--- src/rtl/ifetch_ctrl.sv ---
// Instruction fetch sequencer: owns the fetch PC, issues BRAM reads, and holds
// one returned instruction in a skid buffer so decode can stall without loss.
module ifetch_ctrl #(
   parameter int unsigned          PC_WIDTH    = 32,
   parameter int unsigned          IADDR_WIDTH = 10,
   parameter logic [PC_WIDTH-1:0]  RESET_PC    = '0
) (
   input  logic                   clk,
   input  logic                   rst_n,
   input  logic                   redirect_valid,
   input  logic [PC_WIDTH-1:0]    redirect_pc,
   output logic                   imem_en,
   output logic [IADDR_WIDTH-1:0] imem_addr,
   input  logic [31:0]            imem_rdata,
   output logic                   out_valid,
   input  logic                   out_ready,
   output logic [PC_WIDTH-1:0]    out_pc,
   output logic [31:0]            out_instr
);

   localparam logic [PC_WIDTH-1:0] PcStep    = PC_WIDTH'(4);
   localparam logic [PC_WIDTH-1:0] ResetPcAl = {RESET_PC[PC_WIDTH-1:2], 2'b00};

   logic [PC_WIDTH-1:0] pc_q, pc_d;
   logic [PC_WIDTH-1:0] inflight_pc_q, inflight_pc_d;
   logic [PC_WIDTH-1:0] buf_pc_q, buf_pc_d;
   logic [31:0]         buf_instr_q, buf_instr_d;
   logic                inflight_valid_q, inflight_valid_d;
   logic                inflight_oor_q, inflight_oor_d;
   logic                buf_valid_q, buf_valid_d;

   logic [PC_WIDTH-1:0] issue_pc;
   logic [31:0]         data;
   logic                out_valid_int;
   logic                can_issue;
   logic                issue;

   always_comb begin
      issue_pc      = redirect_valid ? {redirect_pc[PC_WIDTH-1:2], 2'b00} : pc_q;
      out_valid_int = buf_valid_q | inflight_valid_q;
      can_issue     = out_ready | ~out_valid_int;
      issue         = redirect_valid | can_issue;
      // Fetches beyond the BRAM return a zero instruction instead of aliasing.
      data          = inflight_oor_q ? 32'h0 : imem_rdata;
   end

   // Reset gating keeps the BRAM idle while rst_n is held low.
   assign imem_en   = rst_n & issue;
   assign imem_addr = issue_pc[IADDR_WIDTH+1:2];
   assign out_valid = out_valid_int & ~redirect_valid;
   assign out_pc    = buf_valid_q ? buf_pc_q : inflight_pc_q;
   assign out_instr = buf_valid_q      ? buf_instr_q :
                      inflight_valid_q ? data        : 32'h0;

   always_comb begin
      pc_d             = pc_q;
      inflight_valid_d = inflight_valid_q;
      inflight_pc_d    = inflight_pc_q;
      inflight_oor_d   = inflight_oor_q;
      buf_valid_d      = buf_valid_q;
      buf_pc_d         = buf_pc_q;
      buf_instr_d      = buf_instr_q;

      if (issue) begin
         pc_d             = issue_pc + PcStep;
         inflight_valid_d = 1'b1;
         inflight_pc_d    = issue_pc;
         inflight_oor_d   = (issue_pc >> (IADDR_WIDTH + 2)) != '0;
      end else begin
         inflight_valid_d = 1'b0;
      end

      // Capture only happens when issue is blocked, so buf and inflight never overlap.
      if (redirect_valid || (buf_valid_q && out_ready)) begin
         buf_valid_d = 1'b0;
      end else if (inflight_valid_q && !out_ready) begin
         buf_valid_d = 1'b1;
         buf_pc_d    = inflight_pc_q;
         buf_instr_d = data;
      end
   end

   always_ff @(posedge clk or negedge rst_n) begin
      if (!rst_n) begin
         pc_q             <= ResetPcAl;
         inflight_valid_q <= 1'b0;
         inflight_pc_q    <= '0;
         inflight_oor_q   <= 1'b0;
         buf_valid_q      <= 1'b0;
         buf_pc_q         <= '0;
         buf_instr_q      <= '0;
      end else begin
         pc_q             <= pc_d;
         inflight_valid_q <= inflight_valid_d;
         inflight_pc_q    <= inflight_pc_d;
         inflight_oor_q   <= inflight_oor_d;
         buf_valid_q      <= buf_valid_d;
         buf_pc_q         <= buf_pc_d;
         buf_instr_q      <= buf_instr_d;
      end
   end

endmodule
--- config.mk ---
export PLATFORM = sky130hd
export DESIGN_NAME = ifetch_ctrl
export DESIGN_NICKNAME = d
export VERILOG_FILES = /design/src/rtl/ifetch_ctrl.sv
export SDC_FILE = /design/constraint.sdc
export NUM_CORES = 1
export LEC_CHECK = 0
export BUFFER_PORTS_ARGS = -buffer_cell sky130_fd_sc_hd__buf_4
export CORE_MARGIN = 5
export CORE_UTILIZATION = 35
export DETAILED_ROUTE_END_ITERATION = 8
export GPL_TIMING_DRIVEN = 0
export PLACE_DENSITY = 0.61
export SETUP_SLACK_MARGIN = 0.02
export SLEW_MARGIN = 20
export SYNTH_ARGS = -nofsm -noshare
export SYNTH_HDL_FRONTEND = slang
export SYNTH_SLANG_ARGS = --single-unit
--- constraint.sdc ---
create_clock -name clk -period 6.6 [get_ports clk]
set_input_delay 1.32 -clock clk [delete_from_list [all_inputs] [get_ports clk]]
set_output_delay 1.32 -clock clk [all_outputs]
set_load 0.01 [all_outputs]
==> impl_metrics.env <==
export IMPL_clkTransAtPathRegs_ns=0.06
export IMPL_cp_data_required_time_ns=5.28
export IMPL_startpoint_type="input port"
export IMPL_synthSimpleGateAreaFrac=0.190
export IMPL_postCtsHoldBufs=0
export IMPL_drv_cap=0
export IMPL_cts_tree="yes"
export IMPL_relSlewSlack=0.488
export IMPL_die_area_um2=23200
export IMPL_antenna_found_initial=1
export IMPL_synth_top_family_by_area="simple AND/OR/NAND/NOR gates"
export IMPL_syn_inst=712
export IMPL_clock_sinks=125
export IMPL_wl_met1_mm=9.57
export IMPL_ys_top_cells_by_count="125 x dfrtp_1, 72 x nand2_1, 65 x mux2_2"
export IMPL_synth_edf_count=0
export IMPL_setup_tns_ns=0
export IMPL_grt_max_degree=67
export IMPL_grt_setup_unrepaired="false"
export IMPL_timing_fmax_mhz=213
export IMPL_synth_compound_area_share=0.130
export IMPL_final_cells=1155
export IMPL_routed_wl_mm=21.4
export IMPL_synthMuxAreaShare=0.144
export IMPL_yosysMostFrequentCell="dfrtp_1"
export IMPL_yosys_area_top_type="dfrtp_1"
export IMPL_fin_crit_sh=0.710
export IMPL_wl_met3_mm=1.46
export IMPL_top_layer="met4"
export IMPL_yosys_warnings=0
export IMPL_die_h_um=152
export IMPL_drc=0
export IMPL_n_fill_cell=1964
export IMPL_seqCellArea_um2=3130
export IMPL_finalClockSkew_ns=0.00899
export IMPL_synth_cell_types=52
export IMPL_crit_arrival_ns=3.37
export IMPL_coreArea_um2=20100
export IMPL_viasPerCell=5.22
export IMPL_wl_met2_mm=9.87
export IMPL_dr_total_vias=6030
export IMPL_final_hold_viol_count=0
export IMPL_grt_pass1_wl_mm=34.5
export IMPL_outcome="completed"
export IMPL_synth_seq_cells=125
export IMPL_cts_made_buffers=17
export IMPL_grt_overflow=0
export IMPL_post_cts_resized=0
export IMPL_setup_violations=0
export IMPL_layout_drive_gt1_share=0.321
export IMPL_dp_hpwl_mm=15.7
export IMPL_synthXorXnorAreaFrac=0.0433
export IMPL_crit_fanout=10
export IMPL_wl_per_cell_um=18.5
export IMPL_hp_class="register to register"
export IMPL_grt_util_all_layers=0.185
export IMPL_cts_setup_buffers=0
export IMPL_period_needed_ns=4.69
export IMPL_nNetsFinal=940
export IMPL_powerDensity_nw_per_um2=268
export IMPL_rows=52
export IMPL_synth_top_area_share=0.442
export IMPL_h_tree_depth=4
export IMPL_clock_tree_buffer_depth=2
export IMPL_avgSynthCellArea_um2=9.94
export IMPL_grt_pass1_vias=6156
export IMPL_area_delta_synth_final_pct=29.0
export IMPL_ant_nets=0
export IMPL_synthAdderAreaFrac=0.00177
export IMPL_synth_main_ff_cell="dfrtp_1"
export IMPL_gp_congestion=0.907
export IMPL_slew_violations=0
export IMPL_cp_end_kind="output pin"
export IMPL_ff2ff_setup_slack_ns=3.95
export IMPL_synth_area_top_cells="dfrtp_1 44%, mux2_2 10%, mux2i_1 4.1%, a22o_1 3.8%, nand2_1 3.8%"
export IMPL_seq_area_frac_synth=0.442
export IMPL_p_leak_nw=3.93
export IMPL_io_pins=144
export IMPL_cts_root_buffer="clkbuf_16"
export IMPL_initial_utilization=0.352
export IMPL_path_class="input port to output pin"
export IMPL_drt_iter0_markers=376
export IMPL_dp_cells=1122
export IMPL_worst_pin_slew_ns=0.746
export IMPL_clock_latency_ns=0.42
export IMPL_die_w_um=152
export IMPL_multiInputGateArea_um2=3610
export IMPL_ir_worst_vdd_mv=0.188
export IMPL_numPortBuffers=138
export IMPL_synth_cell_area_um2=7080
export IMPL_dr_pass1_iters=5
export IMPL_ys_async_sr_fraction=1.00
report_power, final:
| group | switching, mW | internal (mW) | leakage, nW |
|---|---|---|---|
| Clock | 0.367 | 0.654 | 0.306 |
| Combinational | 0.239 | 0.239 | 2.09 |
| Sequential | 0.0793 | 0.871 | 1.53 |
critical path, cell delays in order:
cell	delay [ns]
buf_6	0.12
buf_4	0.20
nor3_2	0.67
inv_1	0.12
buf_2	0.22
clkbuf_1	0.30
and2_1	0.26
buf_4	0.14
through the flow:
stage | total power, mW | setup WS (ns) | utilization | hold slack [ns] | instance area [um2]
after CTS | 2.47 | 1.91 | 0.454 | 0.485 | 9130
after global placement | 1.43 | 1.91 | 0.421 | 0.463 | 8460
final | 2.45 | 1.91 | 0.454 | 0.478 | 9130
after floorplan | 1.22 | 2.64 | - | 0.449 | 7080
after detailed placement | 1.45 | 1.92 | 0.422 | 0.472 | 8490
after global routing | 2.56 | 1.79 | 0.454 | 0.502 | 9130
layer usage:
| layer | track usage | vias to the layer above |
|---|---|---|
| met2 | 0.288 | 237 |
| met4 | 0.0621 | 0 |
| met1 | 0.249 | 2923 |
| li1 | - | 2834 |
| met5 | 0 | - |
| met3 | 0.0520 | 36 |
area by class of cell:
cell class	count	area share
tap	270	0.0370
sequential	125	0.342
inverter	7	0.00288
timing repair buffer	139	0.117
antenna	1	0.000274
clock inverter	13	0.0205
multi-input combinational	522	0.396
clock buffer	19	0.0496
buffer	59	0.0344
registers in the layout (all words and copies together) (netlist names):
signal            cells
inflight_oor_q        1
buf_pc_q             30
buf_valid_q           1
inflight_pc_q        30
pc_q                 30
buf_instr_q          32
inflight_valid_q      1
worst paths after layout:
check	startpoint	to	cells past startpoint
worst max-delay path	redirect_valid	imem_en	8
worst min-delay path	buf_instr_q[26]$_DFFE_PN0P_	buf_instr_q[26]$_DFFE_PN0P_	2
worst max register to register	buf_valid_q$_DFFE_PN0P_	inflight_pc_q[24]$_DFFE_PN0P_	8
worst min register to register	buf_instr_q[26]$_DFFE_PN0P_	buf_instr_q[26]$_DFFE_PN0P_	2
max in group asynchronous	rst_n	inflight_pc_q[21]$_DFFE_PN0P_	2
min in group asynchronous	rst_n	buf_instr_q[29]$_DFFE_PN0P_	1
cell families (layout without fill, tap and decap cells):
| family | count (synthesis) | count (layout) |
|---|---|---|
| AO/OA/AOI/OAI | 140 | 140 |
| adder cells (fa/ha/maj) | 1 | 1 |
| multiplexers | 94 | 94 |
| XOR/XNOR | 35 | 35 |
| flip-flops | 125 | 125 |
| AND/OR/NAND/NOR | 250 | 250 |
| other | 1 | 3 |
| buffers and inverters | 66 | 237 |
placed cells by master, fill, tap and decap left out, types with 9 or more instances in the layout:
master and instances:
buf_4 150, xnor2_1 26, a21oi_1 35, mux2i_1 29, nor2_1 58, o21ai_0 53
nand4_1 12, clkbuf_16 17, a22o_1 31, nor3_1 11, dfrtp_1 125, mux2_2 65
nand3_1 23, nand2_1 72, clkbuf_1 29, nand2b_1 35, buf_2 11, xor2_1 9
Note: power is estimated with default switching activity, not from simulation.
